[config.mk]
export PLATFORM = sky130hd
export DESIGN_NAME = pe_skew_feeder
export DESIGN_NICKNAME = d
export VERILOG_FILES = /design/src/rtl/sa_pkg.sv /design/src/rtl/tile_buf.sv /design/src/rtl/pe_skew_feeder.sv
export SDC_FILE = /design/constraint.sdc
export NUM_CORES = 1
export LEC_CHECK = 0
export BUFFER_PORTS_ARGS = -buffer_cell sky130_fd_sc_hd__buf_2
export CAP_MARGIN = 10
export CORE_MARGIN = 8
export CORE_UTILIZATION = 55
export CTS_CLUSTER_SIZE = 12
export DETAILED_ROUTE_END_ITERATION = 8
export PLACE_DENSITY = 0.75
export SLEW_MARGIN = 25
export SYNTH_ARGS = -nofsm -noshare
export SYNTH_HDL_FRONTEND = slang
export SYNTH_SLANG_ARGS = --single-unit
[constraint.sdc]
create_clock -name clk -period 3.15 [get_ports clk]
set_input_delay 0.1575 -clock clk [delete_from_list [all_inputs] [get_ports clk]]
set_output_delay 0.1575 -clock clk [all_outputs]
set_load 0.05 [all_outputs]
[src/rtl/sa_pkg.sv]
// Shared systolic-array definitions: operand geometry and the skew feeder state encoding.
package sa_pkg;

  localparam int SA_WIDTH = 8;
  localparam int SA_LANES = 4;
  localparam int SA_DEPTH = 4;

  typedef enum logic [1:0] {
    ST_EMPTY   = 2'd0,
    ST_LOADING = 2'd1,
    ST_FULL    = 2'd2,
    ST_STREAM  = 2'd3
  } state_e;

endpackage

[src/rtl/tile_buf.sv]
// Tile storage: DEPTH row vectors, one write port, LANES independent lane read ports.
module tile_buf #(
  parameter int WIDTH = 8,
  parameter int LANES = 4,
  parameter int DEPTH = 4,
  parameter int AW    = 2
) (
  input  logic                   clk,
  input  logic                   we,
  input  logic [AW-1:0]          waddr,
  input  logic [LANES*WIDTH-1:0] wdata,
  input  logic [LANES*AW-1:0]    raddr,
  output logic [LANES*WIDTH-1:0] rdata
);

  // No reset: rows are only read after they have been rewritten.
  logic [LANES*WIDTH-1:0] mem [DEPTH];

  always_ff @(posedge clk) begin
    if (we) mem[waddr] <= wdata;
  end

  // Each lane reads its own lane slice from its own row address.
  for (genvar i = 0; i < LANES; i++) begin : g_lane_rd
    assign rdata[i*WIDTH +: WIDTH] = mem[raddr[i*AW +: AW]][i*WIDTH +: WIDTH];
  end

endmodule

[src/rtl/pe_skew_feeder.sv]
// Loads a DEPTH-row tile, then streams it diagonally skewed (lane i delayed by i steps) to a PE array edge.
module pe_skew_feeder
  import sa_pkg::*;
#(
  parameter int WIDTH = SA_WIDTH,
  parameter int LANES = SA_LANES,
  parameter int DEPTH = SA_DEPTH
) (
  input  logic                   clk,
  input  logic                   reset,
  input  logic                   wr_valid,
  output logic                   wr_ready,
  input  logic [LANES*WIDTH-1:0] wr_data,
  input  logic                   start,
  output logic                   busy,
  output logic                   pe_enable,
  output logic [LANES*WIDTH-1:0] a_out,
  output logic                   done,
  output state_e                 dbg_state
);

  localparam int STEPS = DEPTH + LANES - 1;
  localparam int AW    = (DEPTH > 1) ? $clog2(DEPTH) : 1;
  localparam int CW    = $clog2(DEPTH + 1);
  localparam int SW    = $clog2(STEPS + 1);

  state_e                 state_q;
  logic [CW-1:0]          count;
  logic [SW-1:0]          step;
  logic [SW-1:0]          next_step;
  logic                   wr_fire;
  logic [LANES*AW-1:0]    rd_addr;
  logic [LANES-1:0]       lane_hit;
  logic [LANES*WIDTH-1:0] rd_data;
  logic [LANES*WIDTH-1:0] skew_word;

  // Handshake: a row is taken on a rising edge where wr_valid and wr_ready are both high;
  // wr_ready is a registered function of state only, so it never depends on wr_valid.
  assign wr_fire   = wr_valid & wr_ready;
  assign dbg_state = state_q;

  tile_buf #(
    .WIDTH (WIDTH),
    .LANES (LANES),
    .DEPTH (DEPTH),
    .AW    (AW)
  ) u_buf (
    .clk   (clk),
    .we    (wr_fire),
    .waddr (count[AW-1:0]),
    .wdata (wr_data),
    .raddr (rd_addr),
    .rdata (rd_data)
  );

  // Address the step about to be registered: step 0 from FULL, otherwise the following step.
  always_comb begin
    next_step = (state_q == ST_FULL) ? '0 : step + SW'(1);
    rd_addr   = '0;
    lane_hit  = '0;
    skew_word = '0;
    for (int i = 0; i < LANES; i++) begin
      if ((int'(next_step) >= i) && (int'(next_step) - i < DEPTH)) begin
        lane_hit[i]              = 1'b1;
        rd_addr[i*AW +: AW]      = AW'(int'(next_step) - i);
        skew_word[i*WIDTH +: WIDTH] = rd_data[i*WIDTH +: WIDTH];
      end
    end
  end

  always_ff @(posedge clk or negedge reset) begin
    if (!reset) begin
      state_q   <= ST_EMPTY;
      count     <= '0;
      step      <= '0;
      wr_ready  <= 1'b1;
      busy      <= 1'b0;
      pe_enable <= 1'b0;
      done      <= 1'b0;
      a_out     <= '0;
    end else begin
      done <= 1'b0;
      case (state_q)
        ST_EMPTY, ST_LOADING: begin
          if (wr_fire) begin
            count <= count + CW'(1);
            if (count == CW'(DEPTH - 1)) begin
              state_q  <= ST_FULL;
              wr_ready <= 1'b0;
            end else begin
              state_q <= ST_LOADING;
            end
          end
        end
        ST_FULL: begin
          if (start) begin
            state_q   <= ST_STREAM;
            step      <= '0;
            busy      <= 1'b1;
            pe_enable <= 1'b1;
            a_out     <= skew_word;
          end
        end
        ST_STREAM: begin
          if (step == SW'(STEPS - 1)) begin
            // Tile finished: buffer keeps its rows, next tile overwrites them from row 0.
            state_q   <= ST_EMPTY;
            count     <= '0;
            step      <= '0;
            wr_ready  <= 1'b1;
            busy      <= 1'b0;
            pe_enable <= 1'b0;
            done      <= 1'b1;
            a_out     <= '0;
          end else begin
            step  <= next_step;
            a_out <= skew_word;
          end
        end
        default: state_q <= ST_EMPTY;
      endcase
    end
  end

endmodule

==> results.txt, run 1 <==
----------------------------------------------------
[Finish]
  Synth-to-Final Area Change ... 22.2%
  Final layout net count ... 610
  Share of the core filled with cells in the final layout ... 69.2%
  Fraction of layout cells with a size suffix above 1 ... 25.9%
  Ant. Diodes ... 0
  Final cell count without fillers ... 744

[Logic synthesis]
  Main combinational cell family by area after synthesis ... compound AO/OA/AOI/OAI gates
  Share of cell area taken by muxes after synthesis ... 3.94%
  Simple-Gate Fraction of Synth Area ... 6.88%
  Synthesized area divided by synthesized cell count ... 15.3 um^2
  Synthesized-area fraction occupied by ao, oa, aoi and oai cells ... 12.2%
  Sequential fraction of the synthesis area ... 71.7%
  Async S/R FF share, synth ... 25.1%
  Adder-cell area share of the yosys netlist ... 2.01%
  Xor/xnor share of the synthesized area ... 0.657%
  Largest area contributor in the synthesized netlist ... edfxtp_1
  Number of nets in the synthesized netlist ... 495
  Top FF cell, synth ... edfxtp_1
  Top-area cell type share of the netlist area ... 56.0%
  Cell variety after synth ... 47
  Cell types with the largest area share after synthesis ... edfxtp_1 56%, dfrtp_1 15%, mux2i_1 2.6%, a221oi_1 2.0%, ha_1 2.0%
  Count of flip-flops with a built-in enable after synthesis ... 128
  Total of warnings raised by yosys ... 0
  Netlist Area Pre-Place ... 6860 um^2
  Gate count of the mapped netlist ... 448
  Synthesized flop and latch total ... 171

[Clock network]
  Count of hold buffers inserted by post-cts repair ... 33
  Root Buffer Master ... clkbuf_16
  Sink Count ... 171
  Clock tree from TritonCTS ... done
  Buffer levels on the longest clock path ... 2
  Clock transition at the register clock pins on the worst setup and hold paths after CTS ... 0.06 ns
  Clk_lat worst skew ... 0.43 ns
  TritonCTS buffer count ... 17
  Number of gates given a new drive strength after cts ... 0
  H-tree depth reported by CTS ... 4
  Buffer count from post-CTS setup fixing ... 0

[STA]
  Final-report hold violation count ... 0
  Time the worst path needs with I/O delays and setup ... 2.81 ns
  Summed negative setup slack over all endpoints ... 0 ns
  Largest clock skew in the final design ... 0.00782 ns
  RSZ-0062 raised after global routing ... false
  Fraction of the cycle the final worst path needs ... 89.1%
  Highest achievable clock rate ... 356 MHz
  Worst Hold Slack ... 0.0700 ns
  Actual slew at the worst max-slew pin ... 0.770 ns
  Worst slew slack as a fraction of its limit ... 48.7%
  Final number of max-transition violations ... 0
  Total of endpoints with negative setup slack in the final report ... 0

[Global route]
  Vias in the first global route ... 4555
  Aggregate global-route resource usage ... 19.2%
  Largest net degree at the start of global routing ... 44
  First-pass GRT wire length ... 23.9 mm
  Total congestion overflow after global routing ... 0
  Number of antenna violations at the first check in global routing ... 0

[Die]
  Number of ports placed on the die boundary ... 74
  Starting density of the core ... 56.6%
  Die height ... 128 um
  Core footprint ... 12100 um^2
  DIE AREA ... 16300 um^2
  Width of the die ... 128 um
  Floorplan row count ... 40

[Worst setup path]
  Worst EP required ... 3.49 ns
  Kind of capture point of the worst setup path ... flop
  Critical path launch point ... step[0]
  Arrival time at the worst endpoint ... 3.15 ns
  Worst Path Max Fanout ... 8
  Startpoint type of the worst setup path ... flop
  Crit path kind ... flop to flop
  Worst reg2reg startpoint ... step[0]

[Detailed routing]
  Remaining number of nets flagged by the antenna check after routing ... 0
  Drt first pass iters ... 5
  Drc violations ... 0
  Detailed-route wire length ... 14.9 mm
  Overall via count from detail_route ... 4240
  Via density per instance ... 5.70
  Average routed wire per standard cell ... 20.0 um
  Number of DRC violations after detailed-routing iteration 0 ... 429

[Power and ir drop]
  Internal power component ... 5.19 mW
  Switching component of the power ... 3.18 mW
  Power share of the combinational group ... 39.7%
  PnR Total Power ... 8.37 mW
  Cell leakage power ... 3.23 nW
  IR drop worst, VDD ... 463 uV
  Areal power density over the cells ... 998 nW/um^2
  Portion of total power attributed to the clock network ... 26.9%
  Switching share of power ... 38.0%
  Power share of the sequential group ... 33.4%

[Placement]
  HPWL Detailed ... 8.81 mm
  Placed Cells incl. Taps ... 679
  Buffers added on ports ... 73
  Placer's final routability congestion estimate ... 0.798

[Status]
  Outcome ... complete, no violations

[Worst hold path]
  Hold crit path type ... input port to flop
  Worst hold path startpoint ... start

[Flow run]
  Max-Cap Viols ... 0

----------------------------------------------------
-- area by class of cell --
type | instances | area, um^2
Clock inverter | 12 | 195
Timing Repair Buffer | 120 | 803
Tap cell | 168 | 210
Clock buffer | 20 | 447
Sequential cell | 171 | 4920
Fill cell | 816 | 3730
Multi-Input combinational cell | 243 | 1770
Inverter | 10 | 37.5
-- metal layers --
metal / vias to the layer above / routed length (um) / track usage [%]
met2: 135 / 7670 / 32.8
met5: - / 0 / 0
met1: 2133 / 6170 / 22.6
met3: 29 / 734 / 4.41
li1: 1943 / - / -
met4: 0 / 320 / 8.88
-- flip-flops by register name, indices dropped and copies added (netlist names) --
register	count
a_out	32
count	3
dbg_state	2
done	1
pe_enable	1
step	3
u_buf.mem	128
wr_ready	1
-- kinds of logic (layout without fill, tap and decap cells) --
| family | Yosys count | after routing |
|---|---|---|
| buffers and inverters | 34 | 162 |
| AND/OR/NAND/NOR | 88 | 88 |
| AO/OA/AOI/OAI | 115 | 115 |
| XOR/XNOR | 3 | 3 |
| adder cells (fa/ha/maj) | 11 | 11 |
| flip-flops | 171 | 171 |
| multiplexers | 26 | 26 |
-- layout by cell type (no fill, tap or decap), types with 4 or more instances in the layout --
master,count
a21oi_1,6
a221oi_1,16
a22oi_1,8
and3_1,5
buf_2,72
buf_4,15
bufinv_16,5
clkbuf_16,17
clkinv_2,4
dfrtp_1,42
dlygate4sd3_1,33
edfxtp_1,128
ha_1,11
inv_1,9
mux2_2,8
mux2i_1,18
nand2_1,36
nand3_1,6
nor2_1,4
nor3_1,16
o21a_1,15
o21ai_0,22
o21ai_1,19
o21ai_2,8
o221ai_1,8
or3_1,9
-- critical path: stages, from the launching register on --
cell      delay (ns)
dfrtp_1         0.39
ha_1            0.40
xor2_4          0.40
nand2_4         0.12
ha_1            0.25
nor2b_1         0.17
a31oi_4         0.24
o311ai_4        0.19
or3_1           0.44
o21ai_2         0.13
-- metrics by stage --
stage	area (um^2)	setup slack, ns
floorplan	6860	0.256
global placement	7410	0.513
detailed placement	7410	0.385
CTS	8380	0.350
global route	8380	0.216
finish	8380	0.343
-- power by group through the flow --
| stage | logic (mW) | clock network (mW) | registers (mW) |
|---|---|---|---|
| global route | 3.59 | 2.36 | 2.81 |
| finish | 3.33 | 2.25 | 2.79 |
| floorplan | 2.00 | 0 | 3.31 |
| detailed placement | 3.28 | 0 | 2.83 |
| global placement | 3.17 | 0 | 2.82 |
| CTS | 3.34 | 2.27 | 2.79 |
-- path summary, 6_finish.rpt --
kind / cells past startpoint / endpoint / slack, ns
max: 9 / a_out[11] / 0.34
min: 3 / pe_enable / 0.07
max reg2reg: 9 / a_out[11] / 0.34
min reg2reg: 2 / a_out[9] / 0.48
max in group asynchronous: 2 / a_out[31] / 2.42
min in group asynchronous: 2 / count[1] / 0.30
-- cell usage after synthesis (7+ instances only) --
cell type,instances
edfxtp_1,128
dfrtp_1,42
nand2_1,36
o21ai_0,23
o21ai_1,19
mux2i_1,18
a221oi_1,16
nor3_1,16
o21a_1,15
clkbuf_1,11
ha_1,11
inv_1,9
or3_1,9
a22oi_1,8
mux2_2,8
o221ai_1,8
o21ai_2,7
Note: power is estimated with default switching activity, not from simulation.
==> inputs of run 2 (changes only) <==
CORE_ASPECT_RATIO = 0.7   (was unset)
CORE_UTILIZATION = 52   (was 55)
GPL_TIMING_DRIVEN = 0   (was unset)
clock period = 2.5 ns   (was 3.15 ns; I/O delays follow)
==> run 2 against run 1 <==
Clock power rose by 19%; cell count rose by 3.6%; sequential share of layout area fell by 2.6 points; global-route usage fell by 1.1 points; critical path type unchanged; critical endpoint is now a_out[10]; highest routed layer unchanged.
==> results.txt, run 2 (same netlist as run 1, synthesis figures left out) <==
----------------------------------------------------
[Worst hold path]
  Hold crit path type ... input port to flop

[STA]
  Actual slew at the worst max-slew pin ... 0.786 ns (+0.0156 ns)
  Highest achievable clock rate ... 409 MHz (+15%)
  Worst Hold Slack ... 0.0923 ns (+0.0223 ns)
  Time the worst path needs with I/O delays and setup ... 2.44 ns (-0.363 ns)
  Final number of max-transition violations ... 0 (unchanged)
  RSZ-0062 raised after global routing ... true
  Final-report hold violation count ... 0 (unchanged)
  Total of endpoints with negative setup slack in the final report ... 0 (unchanged)
  Fraction of the cycle the final worst path needs ... 97.8% (+8.6 points)
  Largest clock skew in the final design ... 0.00586 ns (-0.00196 ns)
  Worst slew slack as a fraction of its limit ... 47.5% (-1.1 points)

[Die]
  Starting density of the core ... 52.7% (-3.9 points)
  Floorplan row count ... 35 (-13%)
  DIE AREA ... 17200 um^2 (+5.4%)
  Number of ports placed on the die boundary ... 74 (unchanged)
  Die height ... 112 um (-12%)
  Width of the die ... 153 um (+20%)
  Core footprint ... 13000 um^2 (+7.4%)

[Finish]
  Max reg flops ... 128 (unchanged)
  Registers with the highest flip-flop counts ... u_buf.mem: 128 flops, a_out: 32 flops
  Number of inserted filler cells in the final layout ... 923 (+13%)
  Final layout net count ... 638 (+4.6%)
  Sequential cell area ... 4920 um^2 (about the same)
  Most used cells in the layout excluding fill and tap cells ... 128 x edfxtp_1, 74 x buf_2, 40 x dfrtp_1
  Final non-filler cell area ... 8770 um^2 (+4.6%)
  Most common library cell in the layout ignoring fill and taps ... edfxtp_1
  Final cell count without fillers ... 771 (+3.6%)
  Area of the multi-input gates ... 1860 um^2 (+5.3%)
  Synth-to-Final Area Change ... 27.8%
  Top register by number of flip-flops ... u_buf.mem
  Fraction of layout cells with a size suffix above 1 ... 31.5% (+5.6 points)

[Power and ir drop]
  IR drop worst, VDD ... 1050 uV (+130%)
  PnR Total Power ... 11.2 mW (+34%)
  Areal power density over the cells ... 1280 nW/um^2 (+28%)
  Cell leakage power ... 3.36 nW (+4.3%)

[Worst setup path]
  Worst EP required ... 2.85 ns (-0.64 ns)
  Crit-path cells ... buf_6, inv_8, ha_4, nor2_4, inv_2, ha_4, ha_4, nor2b_4, a31oi_4, o311ai_4, or3_4, o21ai_2
  Worst path bufs/invs ... 3 (+3)
  Crit path kind ... flop to flop
  Most frequent cell on the critical path ... ha_4
  Worst Path Max Fanout ... 7 (-1)
  Crit path max-delay family ... simple AND/OR/NAND/NOR gates
  Kind of capture point of the worst setup path ... flop
  Worst path max stage delay ... 0.41 ns (-0.03 ns)
  Arrival time at the worst endpoint ... 2.80 ns (-0.35 ns)
  Setup slack of the most critical reg-to-reg path ... 0.06 ns (-0.29 ns)
  Startpoint type of the worst setup path ... flop
  Highest-delay cell along the critical path ... dfrtp_1

[Clock network]
  Sink Count ... 171 (unchanged)
  Buffer levels on the longest clock path ... 2 (unchanged)
  Root Buffer Master ... clkbuf_16
  H-tree depth reported by CTS ... 4 (unchanged)
  TritonCTS buffer count ... 17 (unchanged)
  Clock transition at the register clock pins on the worst setup and hold paths after CTS ... 0.07 ns (about the same)
  Clk_lat worst skew ... 0.42 ns (about the same)
  Clock tree from TritonCTS ... done

[Detailed routing]
  Detailed-route wire length ... 15.7 mm (+5.2%)
  Drt first pass iters ... 5 (unchanged)
  Via density per instance ... 5.70 (about the same)
  Average routed wire per standard cell ... 20.3 um (+1.5%)
  Number of DRC violations after detailed-routing iteration 0 ... 327 (-24%)
  Overall via count from detail_route ... 4395 (+3.7%)
  Remaining number of nets flagged by the antenna check after routing ... 0 (unchanged)
  Drc violations ... 0 (unchanged)

[Placement]
  Placed Cells incl. Taps ... 691 (+1.8%)
  HPWL Detailed ... 9.86 mm (+12%)
  Buffers added on ports ... 73 (unchanged)
  Placer's final routability congestion estimate ... 0.779 (-2.3%)
  Standard cell area after detailed placement ... 7590 um^2 (+2.4%)

[Global route]
  Total congestion overflow after global routing ... 0 (unchanged)
  Number of antenna violations at the first check in global routing ... 1 (+1)
  Largest net degree at the start of global routing ... 44 (unchanged)
  Vias in the first global route ... 4518 (-0.81%)
  First-pass GRT wire length ... 24.1 mm (+0.78%)
  Aggregate global-route resource usage ... 18.1% (-1.1 points)

[Status]
  Outcome ... complete, no violations

[Flow run]
  Max-Cap Viols ... 0 (unchanged)

----------------------------------------------------
run 2: changes by cell type in the layout (fill, tap and decap cells not counted), moves of 5 or more:
cell      change
clkinv_8      +5
and3_1        -5
buf_6         +6
and3_2        +5
clkbuf_1      +5
inv_8         +5
run 2: area by class of cell:
class | count | area share, %
plain buffers | 21 | 1.76
inverters | 10 | 0.514
diodes | 1 | 0.0285
well taps | 166 | 2.37
multi-input cells | 243 | 21.2
flip-flops and latches | 171 | 56.2
clock inverters | 15 | 2.27
clock buffers | 17 | 4.85
repair buffers | 127 | 10.8
run 2: path summary, 6_finish.rpt:
| path | start | end | depth (start not counted) |
|---|---|---|---|
| min in group asynchronous | reset | count[0] | 2 |
| worst max-delay path | step[0] | a_out[10] | 12 |
| worst min register to register | a_out[13] | a_out[13] | 2 |
| worst min-delay path | wr_valid | wr_ready | 4 |
| max in group asynchronous | reset | dbg_state[0] | 2 |
| worst max register to register | step[0] | a_out[10] | 12 |
run 2: tightest hold or removal path, cell delays in order:
cell     delay [ns]
buf_2          0.12
nand2_1        0.06
a21oi_1        0.14
a21oi_1        0.06
run 2: per-layer routing:
| layer | up-vias | global-route usage (%) | part of all wire, % |
|---|---|---|---|
| met5 | - | 0 | 0 |
| met4 | 0 | 4.99 | 1.1 |
| met3 | 18 | 4.84 | 6.5 |
| met2 | 163 | 29.9 | 50 |
| met1 | 2204 | 23.2 | 43 |
| li1 | 2010 | - | - |
run 2: power by group:
part | total (mW) | leakage (nW) | switching (mW) | internal, mW
logic | 5.02 | 1.36 | 3.09 | 1.93
clock network | 2.68 | 0.300 | 1.23 | 1.45
registers | 3.49 | 1.70 | 0.170 | 3.32
total | 11.2 | 3.36 | 4.49 | 6.70
run 2: what timing repair did:
item                                    4_1_cts  5_1_grt
gates resized for setup                      14        9
hold endpoints to repair                    171        0
buffers inserted                              6       10
gates cloned                                  0        0
hold buffers                                 34        0
endpoints found under the setup margin       17       16
pin swaps                                     3        6
run 2: metrics by stage:
stage	worst slack (ns)	setup TNS, ns	utilization, %
after detailed placement	-0.289	-3.51	58.3
after global placement	-0.179	-4.57	57.5
after global routing	-0.00555	-0.00555	67.4
final	0.0560	0	67.4
after floorplan	0.00186	0	-
after CTS	0.00130	0	66.5
==> inputs of run 3 (changes only) <==
CORE_MARGIN = unset   (was 8)
==> run 3 against run 2 <==
Non-clock buffer count is 1 higher; register-to-register slack is essentially flat; count of clock-buffer cells in the layout is 2 higher; via count about the same; setup slack better by 0.011 ns; sequential share of layout area increased by 0.17 points; critical endpoint is now a_out[12]; largest cell class unchanged; highest routed layer unchanged.
==> results.txt, run 3 (same netlist as run 1, synthesis figures left out) <==
----------------------------------------------------
[Clock network]
  Clk_lat worst skew ... 0.43 ns (about the same)
  Clock transition at the register clock pins on the worst setup and hold paths after CTS ... 0.07 ns (about the same)
  H-tree depth reported by CTS ... 4 (unchanged)
  Root Buffer Master ... clkbuf_16
  Sink Count ... 171 (unchanged)
  TritonCTS buffer count ... 17 (unchanged)
  Buffer levels on the longest clock path ... 2 (unchanged)
  Clock tree from TritonCTS ... done

[STA]
  Actual slew at the worst max-slew pin ... 0.743 ns (-0.0424 ns)
  Time the worst path needs with I/O delays and setup ... 2.43 ns (-0.0109 ns)
  Fraction of the cycle the final worst path needs ... 97.3% (-0.44 points)
  Largest clock skew in the final design ... 0.0121 ns (+0.00626 ns)
  Highest achievable clock rate ... 411 MHz (+0.45%)
  Worst slew slack as a fraction of its limit ... 50.1% (+2.6 points)
  Worst Hold Slack ... 0.0372 ns (-0.0551 ns)
  Final-report hold violation count ... 0 (unchanged)
  Final number of max-transition violations ... 0 (unchanged)
  Total of endpoints with negative setup slack in the final report ... 0 (unchanged)

[Worst setup path]
  Worst path bufs/invs ... 3 (unchanged)
  Worst Path Max Fanout ... 7 (unchanged)
  Worst EP required ... 2.86 ns (about the same)
  Crit path max-delay family ... simple AND/OR/NAND/NOR gates
  Kind of capture point of the worst setup path ... flop
  Arrival time at the worst endpoint ... 2.79 ns (about the same)
  Worst reg-to-reg path cell count ... 12 (unchanged)
  Highest-delay cell along the critical path ... dfrtp_1
  Worst path max stage delay ... 0.40 ns (about the same)
  Crit-path cells ... buf_6, inv_8, ha_4, nor2_4, inv_2, ha_4, ha_4, nor2b_4, a31oi_4, o311ai_4, or3_4, o21ai_2
  Most frequent cell on the critical path ... ha_4
  Startpoint type of the worst setup path ... flop
  Crit path kind ... flop to flop
  Number of cells on the critical path ... 12 (unchanged)

[Worst hold path]
  WHS Path Cells ... 3 (-1)
  Hold crit path type ... input port to flop

[Finish]
  Top register by number of flip-flops ... u_buf.mem
  Share of the core filled with cells in the final layout ... 69.2% (+1.8 points)
  Registers with the highest flip-flop counts ... u_buf.mem: 128 flops, a_out: 32 flops
  Final layout net count ... 639 (+0.16%)
  Synth-to-Final Area Change ... 27.4%
  Most used cells in the layout excluding fill and tap cells ... 128 x edfxtp_1, 74 x buf_2, 40 x dfrtp_1
  Number of inserted filler cells in the final layout ... 858 (-7.0%)
  Most common library cell in the layout ignoring fill and taps ... edfxtp_1
  Final non-filler cell area ... 8740 um^2 (-0.30%)
  Max reg flops ... 128 (unchanged)
  Fraction of layout cells with a size suffix above 1 ... 32.2% (+0.77 points)
  Final cell count without fillers ... 768 (-0.39%)

[Die]
  Number of ports placed on the die boundary ... 74 (unchanged)
  Width of the die ... 139 um (-9.1%)
  Die height ... 98.1 um (-12%)
  DIE AREA ... 13700 um^2 (-20%)
  Core footprint ... 12600 um^2 (-2.9%)
  Starting density of the core ... 54.3% (+1.6 points)
  Floorplan row count ... 34 (-2.9%)

[Global route]
  Largest net degree at the start of global routing ... 44 (unchanged)
  Aggregate global-route resource usage ... 23.3% (+5.2 points)
  Total congestion overflow after global routing ... 0 (unchanged)
  Number of antenna violations at the first check in global routing ... 1 (unchanged)
  First-pass GRT wire length ... 23.6 mm (-1.9%)
  Vias in the first global route ... 4402 (-2.6%)

[Placement]
  HPWL Detailed ... 9.24 mm (-6.4%)
  Placed Cells incl. Taps ... 687 (-0.58%)
  Placer's final routability congestion estimate ... 0.792 (+1.7%)
  Buffers added on ports ... 73 (unchanged)
  Standard cell area after detailed placement ... 7570 um^2 (-0.26%)

[Detailed routing]
  Drc violations ... 0 (unchanged)
  Average routed wire per standard cell ... 19.9 um (-2.3%)
  Number of DRC violations after detailed-routing iteration 0 ... 373 (+14%)
  Remaining number of nets flagged by the antenna check after routing ... 0 (unchanged)
  Drt first pass iters ... 4 (-1)
  Via density per instance ... 5.72 (+0.30%)
  Overall via count from detail_route ... 4391 (-0.091%)
  Detailed-route wire length ... 15.3 mm (-2.7%)

[Flow run]
  Max-Cap Viols ... 0 (unchanged)

[Power and ir drop]
  Cell leakage power ... 3.36 nW (about the same)
  IR drop worst, VDD ... 807 uV (-23%)
  Areal power density over the cells ... 1270 nW/um^2 (-0.31%)
  PnR Total Power ... 11.1 mW (-0.60%)

[Status]
  Outcome ... complete, no violations

----------------------------------------------------
-- run 3: cell type report --
class / count / area [um^2] / share of cell area, %
tap: 162 / 203 / 2.32
multi-input combinational: 243 / 1880 / 21.5
buffer: 21 / 155 / 1.78
antenna: 1 / 2.50 / 0.0286
clock buffer: 19 / 453 / 5.18
sequential: 171 / 4920 / 56.3
clock inverter: 13 / 155 / 1.78
timing repair buffer: 128 / 926 / 10.6
inverter: 10 / 45.0 / 0.515
-- run 3: tightest hold or removal path, cell delays in order --
cell and delay, ns:
buf_2 0.09, a21oi_1 0.05, o21ai_0 0.15
-- run 3: final timing paths --
path,start,end,slack [ns]
min in group asynchronous,reset,a_out[8],0.26
worst min register to register,a_out[12],a_out[12],0.48
max in group asynchronous,reset,dbg_state[0],1.76
worst max-delay path,step[0],a_out[12],0.07
worst max register to register,step[0],a_out[12],0.07
worst min-delay path,start,pe_enable,0.04
-- run 3: what timing repair did --
item | 4_1_cts | 5_1_grt
hold endpoints to repair | 170 | 0
setup buffers | 11 | 7
hold buffers | 33 | 0
pin swaps | 6 | 7
endpoints found under the setup margin | 16 | 31
resized for setup | 12 | 14
-- run 3: power breakdown --
group	internal, mW	switching (mW)	total [mW]	leakage [nW]
logic	1.87	3.09	4.96	1.37
registers	3.32	0.163	3.48	1.70
clock network	1.55	1.13	2.68	0.295
-- run 3: metal layers --
layer,vias to the layer above,wire [um],GRT usage (%)
li1,2021,-,-
met3,15,877,6.03
met2,128,7380,38.5
met1,2227,6840,31.1
met4,0,151,5.90
met5,-,0,0
-- run 3: stage by stage --
step	TNS, ns	setup WS, ns
final	0	0.0669
after global routing	-0.0268	-0.0124
after CTS	0	0.00113
after detailed placement	-3.37	-0.291
after global placement	-2.39	-0.179
after floorplan	0	0.00186
